$ cat src/rtl/spart_rx.sv
// SPART receiver: deserialises 8N1 frames from rxd using the shared 16x
// baud-generator enable, and presents the byte through a holding register
// with rda / frame_err / overrun status toward the bus interface.
module spart_rx #(
  parameter int DATA_BITS  = 8,
  parameter int OVERSAMPLE = 16
) (
  input  logic                 clk,
  input  logic                 rst,
  input  logic                 baud_en,
  input  logic                 rxd,
  input  logic                 rd_ack,
  output logic [DATA_BITS-1:0] rx_data,
  output logic                 rda,
  output logic                 frame_err,
  output logic                 overrun
);

  localparam int TW = (OVERSAMPLE > 1) ? $clog2(OVERSAMPLE) : 1;
  localparam int BW = (DATA_BITS > 1) ? $clog2(DATA_BITS) : 1;

  localparam logic [TW-1:0] HALF_M1  = TW'(OVERSAMPLE / 2 - 1);
  localparam logic [TW-1:0] FULL_M1  = TW'(OVERSAMPLE - 1);
  localparam logic [BW-1:0] LAST_BIT = BW'(DATA_BITS - 1);

  localparam logic [2:0] S_IDLE      = 3'd0;
  localparam logic [2:0] S_START     = 3'd1;
  localparam logic [2:0] S_DATA      = 3'd2;
  localparam logic [2:0] S_STOP      = 3'd3;
  localparam logic [2:0] S_WAIT_HIGH = 3'd4;

  logic [1:0]           sync;
  logic                 rxs;
  logic [2:0]           state;
  logic [TW-1:0]        tick_cnt;
  logic [BW-1:0]        bit_idx;
  logic [DATA_BITS-1:0] shreg;
  logic                 done;

  assign rxs = sync[1];

  // Stop-bit sample tick: the frame is complete on this cycle.
  assign done = baud_en && (state == S_STOP) && (tick_cnt == FULL_M1);

  // Two-flop synchroniser; resets to the idle (high) line level.
  always_ff @(posedge clk) begin
    if (rst) sync <= 2'b11;
    else     sync <= {sync[0], rxd};
  end

  // Frame FSM; only moves on oversample ticks, samples mid-bit.
  always_ff @(posedge clk) begin
    if (rst) begin
      state    <= S_IDLE;
      tick_cnt <= '0;
      bit_idx  <= '0;
      shreg    <= '0;
    end else if (baud_en) begin
      case (state)
        S_IDLE: begin
          if (!rxs) begin
            state    <= S_START;
            tick_cnt <= '0;
          end
        end
        S_START: begin
          if (tick_cnt == HALF_M1) begin
            // Line must still be low at mid start bit, else it was a glitch.
            if (!rxs) begin
              state    <= S_DATA;
              tick_cnt <= '0;
              bit_idx  <= '0;
            end else begin
              state <= S_IDLE;
            end
          end else begin
            tick_cnt <= tick_cnt + 1'b1;
          end
        end
        S_DATA: begin
          if (tick_cnt == FULL_M1) begin
            shreg    <= {rxs, shreg[DATA_BITS-1:1]};
            tick_cnt <= '0;
            if (bit_idx == LAST_BIT) state <= S_STOP;
            else                     bit_idx <= bit_idx + 1'b1;
          end else begin
            tick_cnt <= tick_cnt + 1'b1;
          end
        end
        S_STOP: begin
          if (tick_cnt == FULL_M1) begin
            tick_cnt <= '0;
            // A low stop bit may be a break: wait for the line to recover.
            state    <= rxs ? S_IDLE : S_WAIT_HIGH;
          end else begin
            tick_cnt <= tick_cnt + 1'b1;
          end
        end
        S_WAIT_HIGH: begin
          if (rxs) state <= S_IDLE;
        end
        default: state <= S_IDLE;
      endcase
    end
  end

  // Holding register and status; a completing frame wins over rd_ack.
  always_ff @(posedge clk) begin
    if (rst) begin
      rx_data   <= '0;
      rda       <= 1'b0;
      frame_err <= 1'b0;
      overrun   <= 1'b0;
    end else if (done) begin
      rx_data   <= shreg;
      rda       <= 1'b1;
      frame_err <= ~rxs;
      // Unread byte being replaced -> overrun; a same-cycle read consumed it.
      overrun   <= rda && !rd_ack;
    end else if (rd_ack && rda) begin
      rda       <= 1'b0;
      frame_err <= 1'b0;
      overrun   <= 1'b0;
    end
  end

endmodule
$ cat config.mk
export PLATFORM = sky130hd
export DESIGN_NAME = spart_rx
export DESIGN_NICKNAME = d
export VERILOG_FILES = /design/src/rtl/spart_rx.sv
export SDC_FILE = /design/constraint.sdc
export NUM_CORES = 1
export LEC_CHECK = 0
export ABC_AREA = 1
export CAP_MARGIN = 20
export CORE_MARGIN = 3
export CORE_UTILIZATION = 34
export DETAILED_ROUTE_END_ITERATION = 16
export PLACE_DENSITY = 0.57
export SYNTH_ARGS = -nofsm -noshare
export SYNTH_HDL_FRONTEND = slang
export SYNTH_SLANG_ARGS = --single-unit
$ cat constraint.sdc
create_clock -name clk -period 1.8 [get_ports clk]
set_input_delay 0.36 -clock clk [delete_from_list [all_inputs] [get_ports clk]]
set_output_delay 0.36 -clock clk [all_outputs]
set_load 0.02 [all_outputs]
Word-level counts from Yosys, hierarchy flattened
Index checks and enable logic that the tools add are counted.
W data, S select, Z words.
{"block": "word_totals", "ff_bits": 31, "output_inout_bits": 11}
{"block": "classes", "add_sub_neg": 2, "eq_ne": 15, "mux": 22, "bitwise": 1, "n_reduce_logical": 14}
{"cell": "$mux W3", "count": 11}
{"cell": "$pmux W3 S5", "count": 1}
{"cell": "$ne A2 B2 Y1 const B", "count": 7}
{"cell": "$mux W4", "count": 3}
{"cell": "$pmux W4 S3", "count": 1}
{"cell": "$reduce_and A7 Y1", "count": 1}
{"cell": "$eq A3 B2 Y1 const B", "count": 2}
{"cell": "$eq A3 B3 Y1 const B", "count": 2}
{"cell": "$pmux W3 S2", "count": 1}
{"cell": "$reduce_and A6 Y1", "count": 1}
{"cell": "$add A4 B1 Y4 const B", "count": 1}
{"cell": "$eq A4 B3 Y1 const B", "count": 1}
{"cell": "$eq A4 B4 Y1 const B", "count": 1}
{"cell": "$logic_and A1 B1 Y1", "count": 4}
{"cell": "$mux W1", "count": 4}
{"cell": "$reduce_bool A2 Y1", "count": 2}
{"cell": "$add A3 B1 Y3 const B", "count": 1}
{"cell": "$eq A3 B1 Y1 const B", "count": 1}
{"cell": "$logic_not A3 Y1", "count": 1}
{"cell": "$reduce_and A3 Y1", "count": 1}
{"cell": "$reduce_bool A3 Y1", "count": 1}
{"cell": "$mux W2", "count": 1}
{"cell": "$ne A2 B1 Y1 const B", "count": 1}
{"cell": "$reduce_and A2 Y1", "count": 1}
{"cell": "3 further kinds", "count": 3}

Depth between registers and ports, before layout
Gate-level depths: netlist of run 1.
{"block": "logic_depth", "ltp_word": 4, "depth_mapped": 9}

Least setup slack after synthesis of run 1
OpenSTA, ideal clock, no wires.
{"block": "synth_timing", "path_kind": "flip-flop to flip-flop", "startpoint": "register tick_cnt[0]", "endpoint": "register shreg[0]", "setup_ns": 0.116, "arrival_time_ns": 1.231, "setup_slack_ns": 0.453, "path_stages_with_launch": 9, "path_buffers": 0, "synth_period_minus_slack_ns": 1.347, "path_cell_list": "dfxtp_1 > ha_1 > nand3_2 > nor2_4 > inv_2 > nor2_4 > inv_2 > nor2_1 > nor2_1"}
{"block": "synth_between", "elab_chain_cells": 2}
{"element": "from (decl)", "line_no": "35", "text": "logic [TW-1:0] tick_cnt;"}
{"element": "from (signal assigned)", "line_no": "77", "text": "tick_cnt <= tick_cnt + 1'b1;"}
{"element": "from (signal assigned)", "line_no": "87", "text": "tick_cnt <= tick_cnt + 1'b1;"}
{"element": "from (signal assigned)", "line_no": "96", "text": "tick_cnt <= tick_cnt + 1'b1;"}
{"element": "$eq A4 B4 Y1", "line_no": "81", "text": "if (tick_cnt == FULL_M1) begin"}
{"element": "$reduce_and A3 Y1 (no source line)"}
{"element": "to (signal assigned)", "line_no": "82", "text": "shreg <= {rxs, shreg[DATA_BITS-1:1]};"}
{"element": "to (decl)", "line_no": "37", "text": "logic [DATA_BITS-1:0] shreg;"}
Every way passes these cells.
A chain may end at the register's enable or synchronous reset.

Final worst setup path of run 1
{"block": "layout_timing", "startpoint": "register rda", "endpoint": "output port rda"}
{"element": "from (decl)", "line_no": "14", "text": "output logic rda,"}
{"element": "from (signal assigned)", "line_no": "111", "text": "rda <= 1'b0;"}
{"element": "from (signal assigned)", "line_no": "116", "text": "rda <= 1'b1;"}
{"element": "from (signal assigned)", "line_no": "121", "text": "rda <= 1'b0;"}
No word-level cell between the ends.

==> results.toml, run 1 <==
[yosys]
synth_seq_cells = 31
synth_cells = 201
syn_area_mm2 = 0.00145
yosys.area.top_type_share = 0.429
ys_types = 23
synth_area_leaders = "dfxtp_1 43%, nor2_1 13%, nand2_1 7.3%"
synth_top_area_cell = "dfxtp_1"
syn_area_per_cell_um2 = 7.20
yosys_warnings = 0
ys_seq_area_frac = 0.429
syn-num-nets = 209

[sta]
setup_violations = 0
fin_crit_ns = 1.63
worstMarginPinSlew_ns = 0.279
finClkSkew_ns = 0.00441
fin_tns_setup_ns = 0
drv_slew = 0
fmaxAchievable_mhz = 613
finalCritPeriodShare = 0.906
slew_headroom = 0.814
finalHoldViolations = 0
rsz0062_at_grt = "no"

[layout]
fin_area_mm2 = 0.00179
final_common_cell = "nor2_1"
nFillCells = 426
fin_nets = 231
mostFrequentLayoutCells = "49 x nor2_1, 31 x dfxtp_1, 28 x nand2_1, 20 x o21ai_0"
drive_gt1_frac = 0.165
insertedDiodeCount = 0
area_growth_pct = 23.9

[global_route]
grt_max_degree = 25
antenna_found_initial = 0
grt_overflow = 0
grt_pass1_wl_um = 4770
track_usage = 0.118
grt_pass1_vias = 1086

[drt]
antenna_left = 0
drc_errors = 0
vias = 1229
routed_wl_um = 2720
drt-initial-drc-count = 45
dr.pass1.iters = 4
via_per_inst = 4.49
wl_per_cell_um = 9.92

[cts]
ctsLongestPathBuffers = 2
postCtsSetupBuffers = 0
clk-insertion-delay-late_ns = 0.28
cts.reportedPaths.clkPinSlew_ns = 0.06
clock-root-buffer = "clkbuf_8"
cts_hold_buffers = 0
cts_buffers = 5
cts_resized = 0
h-tree-depth = 2
cts.sinks = 31
cts_tree = "built"

[status]
status = "completed"

[floorplanning]
die_x_um = 71.3
die_h_um = 71.3
fp.dieArea_mm2 = 0.00508
initial_utilization = 0.357
io_pins = 16
fp-row-count = 23
coreArea_mm2 = 0.00406

[placement]
place_congestion = 0.744
placedInstanceArea_mm2 = 0.00168
io_buffers = 15
dp_hpwl_um = 1970

[worst_setup_path]
slowest_delay_ns = 0.62
cp.buffers_inverters = 1
cp.required_ns = 1.44
critPathTopFamily = "buffers and inverters"
cp-start-kind = "register"
path_max_fanout = 4
crit_path_cell_trace = "clkdlybuf4s50_1"
cp.arrival_ns = 1.27
cp_slowest_cell = "clkdlybuf4s50_1"
crit_path_end_kind = "output pin"
crit_type = "reg2out"

[power]
p_leak_nw = 0.758
irDropWorstVdd_mv = 0.621
p_per_area_mw_per_mm2 = 997

[flow_run]
drv_cap = 0

[min_path]
hold_path.class = "reg2reg"
[layer usage]
layer | GRT usage | wire [um]
met3 | 0.0295 | 85
met1 | 0.165 | 1440
met4 | 0.0689 | 47
met5 | 0 | 0
met2 | 0.165 | 1150
[kinds of logic (layout without fill, tap and decap cells)]
group / after synthesis / count (layout) / synth area share
AOI/OAI and AO/OA: 32 / 32 / 0.116
buffers and inverters: 24 / 47 / 0.0683
DFF: 31 / 31 / 0.429
and+or+nand+nor: 111 / 111 / 0.361
adders and majority gates: 3 / 3 / 0.0259
[Yosys cell counts]
master     n
a21oi_2    2
buf_2      1
inv_2      6
nand3_2    3
inv_1     15
o21ai_1    3
nor2_2     4
buf_6      1
dfxtp_1   31
nand3_1    9
o21ai_0   20
nor2_4     3
ha_1       3
or2_2      2
clkbuf_1   1
nand2_4    2
and2_1     1
nor2_1    49
nor3_1     3
nand4_1    3
a21oi_1    7
nand2_1   28
nand2_2    4
[final cells by class]
class | instances | area, um^2 | share of cell area
Multi-Input combinational cell | 146 | 728 | 0.406
Clock buffer | 6 | 82.6 | 0.0461
Inverter | 21 | 78.8 | 0.0440
Tap cell | 50 | 62.6 | 0.0349
Timing Repair Buffer | 18 | 185 | 0.103
Clock inverter | 2 | 35.0 | 0.0195
Sequential cell | 31 | 621 | 0.346
[flip-flops by register name, indices dropped and copies added (netlist names)]
signal	count
bit_idx	3
rx_data	8
rda	1
tick_cnt	4
sync	2
shreg	8
overrun	1
state	3
frame_err	1
[path summary, 6_finish.rpt]
check              start  cells past startpoint  slack (ns)       to
max reg2reg  tick_cnt[0]                      7        0.21  overrun
min              sync[0]                      1        0.41  sync[1]
min reg2reg      sync[0]                      1        0.41  sync[1]
max                  rda                      1        0.17      rda
[power by group]
| part | total (mW) | internal [mW] | leakage, nW | switching (mW) |
|---|---|---|---|---|
| clock network | 0.700 | 0.447 | 0.0612 | 0.253 |
| registers | 0.776 | 0.729 | 0.251 | 0.0465 |
| logic | 0.311 | 0.118 | 0.447 | 0.193 |
| total | 1.79 | 1.30 | 0.758 | 0.492 |
[stage by stage]
| stage | cells | hold slack (ns) | total power [mW] | setup slack [ns] | utilization |
|---|---|---|---|---|---|
| after detailed placement | 266 | 0.395 | 1.10 | 0.0597 | 0.413 |
| after CTS | 274 | 0.410 | 1.82 | 0.147 | 0.442 |
| after global routing | 274 | 0.432 | 1.90 | 0.0422 | 0.442 |
| final | 274 | 0.410 | 1.79 | 0.169 | 0.442 |
| after global placement | 266 | 0.396 | 1.11 | 0.0705 | 0.413 |
| after floorplan | 201 | 0.389 | 1.03 | 0.453 | - |
No activity file was read; power rests on OpenSTA's default activity.
==> run 2, diff against run 1 <==
CORE_MARGIN = 8   (was 3)
CORE_UTILIZATION = 28   (was 34)
PLACE_DENSITY = 0.49   (was 0.57)
==> results.toml, run 2 (synthesis results as in run 1) <==
[status]
status = "completed"

[sta]
drv_slew = 0
hold_slack_ns = 0.409
worstMarginPinSlew_ns = 0.290
slew_headroom = 0.806
rsz0062_at_grt = "no"
fin_tns_setup_ns = 0
finalCritPeriodShare = 0.910
setup_violations = 0
fmaxAchievable_mhz = 611
fin_crit_ns = 1.64
finClkSkew_ns = 0.00317
finalHoldViolations = 0
worst_slack_ns = 0.162

[placement]
io_buffers = 15
pre_cts_ws_ns = 0.0583
place_congestion = 0.734
dp_hpwl_um = 2230
dp.cells = 286

[power]
p_per_area_mw_per_mm2 = 912
irDropWorstVdd_mv = 0.345
p_leak_nw = 0.737
p_total_mw = 1.63

[floorplanning]
die_x_um = 87.9
io_pins = 16
coreArea_mm2 = 0.00504
initial_utilization = 0.287
fp.dieArea_mm2 = 0.00773
die_h_um = 87.9
fp-row-count = 26

[drt]
routed_wl_um = 3090
dr.pass1.iters = 4
via_per_inst = 4.22
drc_errors = 0
vias = 1241
antenna_left = 0
wl_per_cell_um = 10.5
drt-initial-drc-count = 44

[min_path]
hold_depth = 1
hold_path.class = "reg2reg"
holdPathEnd = "sync[1]"
min_from = "sync[0]"

[layout]
reg.largest.list = "rx_data (8), shreg (8), tick_cnt (4)"
fin_nets = 231
drive_gt1_frac = 0.165
instances_no_fill = 294
mostFrequentLayoutCells = "49 x nor2_1, 31 x dfxtp_1, 28 x nand2_1, 20 x o21ai_0"
final_common_cell = "nor2_1"
area_growth_pct = 23.8
nFillCells = 551
insertedDiodeCount = 0

[worst_setup_path]
slowest_delay_ns = 0.63
cp.required_ns = 1.44
reg2reg_slack_ns = 0.21
cp.buffers_inverters = 1
path_max_fanout = 4
critPathTopFamily = "buffers and inverters"
cp_slowest_cell = "clkdlybuf4s50_1"
r2r_cells = 7
cp.arrival_ns = 1.28
reg2reg_from = "tick_cnt[0]"
r2r-end = "overrun"
crit_path_cell_trace = "clkdlybuf4s50_1"
crit_type = "reg2out"
cp-start-kind = "register"
crit_path_end_kind = "output pin"

[global_route]
met1_usage = 0.116
grt_overflow = 0
grt_max_degree = 25
grt_busiest_layer = "met2"
use_met2 = 0.135
track_usage = 0.0915
antenna_found_initial = 0
met3_usage = 0.0403
grt_pass1_vias = 1225
grt_pass1_wl_um = 5510

[cts]
cts_hold_buffers = 0
ctsLongestPathBuffers = 2
clock-root-buffer = "clkbuf_8"
clk-insertion-delay-late_ns = 0.28
h-tree-depth = 2
cts_buffers = 5
cts.reportedPaths.clkPinSlew_ns = 0.07
cts_tree = "built"
cts.sinks = 31

[flow_run]
drv_cap = 0
[run 2: cell count changes in the layout (fill, tap and decap cells not counted), sizes merged]
cell and change:
bufinv -1, clkinvlp +2, clkbuf -1
[run 2: how the worst max path moves through the flow]
stage	start	slack, ns	cells after the start	endpoint
2_1_floorplan	tick_cnt[0]	0.45	8	shreg[0]
3_3_place_gp	baud_en	0.02	7	overrun
3_5_place_dp	baud_en	0.06	7	overrun
4_1_cts	rda	0.14	1	rda
5_1_grt	tick_cnt[0]	0.01	8	shreg[0]
6_report	rda	0.16	1	rda
[run 2: power breakdown]
part / switching [mW] / internal [mW] / leakage, nW / total, mW
logic: 0.190 / 0.119 / 0.446 / 0.309
clock network: 0.279 / 0.269 / 0.0402 / 0.548
registers: 0.0476 / 0.729 / 0.251 / 0.777
total: 0.517 / 1.12 / 0.737 / 1.63
[run 2: final cells by class]
| type | instances | area, um^2 | area share |
|---|---|---|---|
| flip-flops and latches | 31 | 621 | 0.346 |
| well taps | 70 | 87.6 | 0.0489 |
| clock inverters | 3 | 20.0 | 0.0112 |
| multi-input cells | 146 | 728 | 0.406 |
| clock buffers | 5 | 68.8 | 0.0384 |
| inverters | 21 | 81.3 | 0.0454 |
| repair buffers | 18 | 185 | 0.103 |
[run 2: metal layers]
layer	share of wire	routed length, um
met3	0.047	144
met1	0.51	1570
met2	0.44	1350
met5	0	0
met4	0.0081	25
[run 2: through the flow]
step                      utilization  instance area [um^2]
after CTS                       0.355                  1790
after global routing            0.355                  1790
final                           0.355                  1790
after global placement          0.337                  1700
after floorplan                     -                  1450
after detailed placement        0.337                  1700
[run 2: timing repair]
action	4_1_cts	5_1_grt
setup buffers	0	0
setup endpoints to repair	0	1
resized for setup	0	1
==> run 3, diff against run 2 <==
HOLD_SLACK_MARGIN = 0.1   (was not set)
RECOVER_POWER = 25   (was not set)
==> results.toml, run 3 (synthesis results as in run 1) <==
[status]
status = "completed"

[cts]
clock-root-buffer = "clkbuf_8"
cts.reportedPaths.clkPinSlew_ns = 0.07
ctsLongestPathBuffers = 2
cts_hold_buffers = 0
cts_tree = "built"
clk-insertion-delay-late_ns = 0.28
cts_buffers = 5
cts.sinks = 31
postCtsSetupBuffers = 0
h-tree-depth = 2

[global_route]
track_usage = 0.0915
grt_max_degree = 25
antenna_found_initial = 0
grt_pass1_vias = 1225
grt_pass1_wl_um = 5510
grt_overflow = 0

[sta]
fin_tns_setup_ns = 0
fin_crit_ns = 1.64
slew_headroom = 0.810
drv_slew = 0
finClkSkew_ns = 0.00335
fmaxAchievable_mhz = 611
finalHoldViolations = 0
finalCritPeriodShare = 0.909
rsz0062_at_grt = "no"
hold_slack_ns = 0.409
worstMarginPinSlew_ns = 0.284
setup_violations = 0

[worst_setup_path]
cp.required_ns = 1.44
cp_slowest_cell = "clkdlybuf4s50_1"
cp.arrival_ns = 1.28
worst-path-stages = 1
reg2reg_slack_ns = 0.23
cp-start-kind = "register"
path_max_fanout = 4
slowest_delay_ns = 0.63
crit_type = "reg2out"
crit_path_end_kind = "output pin"
cp.buffers_inverters = 1
r2r_cells = 7
critPathTopFamily = "buffers and inverters"
crit_path_cell_trace = "clkdlybuf4s50_1"

[floorplanning]
die_x_um = 87.9
fp.dieArea_mm2 = 0.00773
fp-row-count = 26
coreArea_mm2 = 0.00504
die_h_um = 87.9
io_pins = 16
initial_utilization = 0.287

[power]
swShare = 0.312
p_clk_frac = 0.338
p_per_area_mw_per_mm2 = 912
p_leak_nw = 0.732
pwr-share-comb = 0.180
share_seq_of_total_power = 0.482
irDropWorstVdd_mv = 0.345
netSwitchingPower_uw = 503
intPower_mw = 1.11

[layout]
final_common_cell = "nor2_1"
drive_gt1_frac = 0.143
area_growth_pct = 22.2
mostFrequentLayoutCells = "50 x nor2_1, 31 x dfxtp_1, 29 x nand2_1, 21 x o21ai_0, 15 x inv_1"
nFillCells = 554
reg.largest.list = "rx_data (8), shreg (8), tick_cnt (4)"
fin_nets = 231
insertedDiodeCount = 0

[min_path]
hold_depth = 1
hold_path.class = "reg2reg"

[flow_run]
drv_cap = 0

[drt]
antenna_left = 0
routed_wl_um = 3090
wl_per_cell_um = 10.5
dr.pass1.iters = 4
vias = 1254
via_per_inst = 4.27
drt-initial-drc-count = 54
drc_errors = 0

[placement]
io_buffers = 15
place_congestion = 0.734
dp_hpwl_um = 2230
## run 3: power groups by stage
stage	registers, mW	clock network, mW	logic, mW
4_1_cts	0.777	0.574	0.316
3_5_place_dp	0.793	0	0.314
5_1_grt	0.786	0.614	0.335
6_report	0.777	0.545	0.291
3_3_place_gp	0.794	0	0.312
2_1_floorplan	0.780	0	0.252
## run 3: cell type report
class,count,area (um^2),area share
Timing Repair Buffer,18,181,0.103
Inverter,21,81.3,0.0460
Clock inverter,3,20.0,0.0113
Multi-Input combinational cell,146,709,0.401
Tap cell,70,87.6,0.0495
Clock buffer,5,68.8,0.0389
Sequential cell,31,621,0.351
## run 3: metal layers
metal | vias to the layer above | GRT usage | wire (um)
met1 | 548 | 0.116 | 1530
li1 | 681 | - | -
met3 | 4 | 0.0403 | 167
met5 | - | 0 | 0
met2 | 21 | 0.135 | 1370
met4 | 0 | 0.0281 | 23
## run 3: worst paths after layout
check             to        start
min          sync[1]      sync[0]
min reg2reg  sync[1]      sync[0]
max              rda          rda
max reg2reg  overrun  tick_cnt[0]
## run 3: timing repair
item                                    CTS  global route
endpoints found under the setup margin    0             1
gates resized for setup                   0             1
endpoints found under the hold margin     0             0
## run 3: per-stage QoR
stage	setup slack, ns	power [mW]	instances	area (um^2)	utilization
6_report	0.164	1.61	294	1770	0.351
5_1_grt	0.0260	1.73	294	1770	0.351
3_5_place_dp	0.0583	1.11	286	1700	0.337
2_1_floorplan	0.453	1.03	201	1450	-
3_3_place_gp	0.0246	1.11	286	1700	0.337
4_1_cts	0.138	1.67	294	1790	0.355
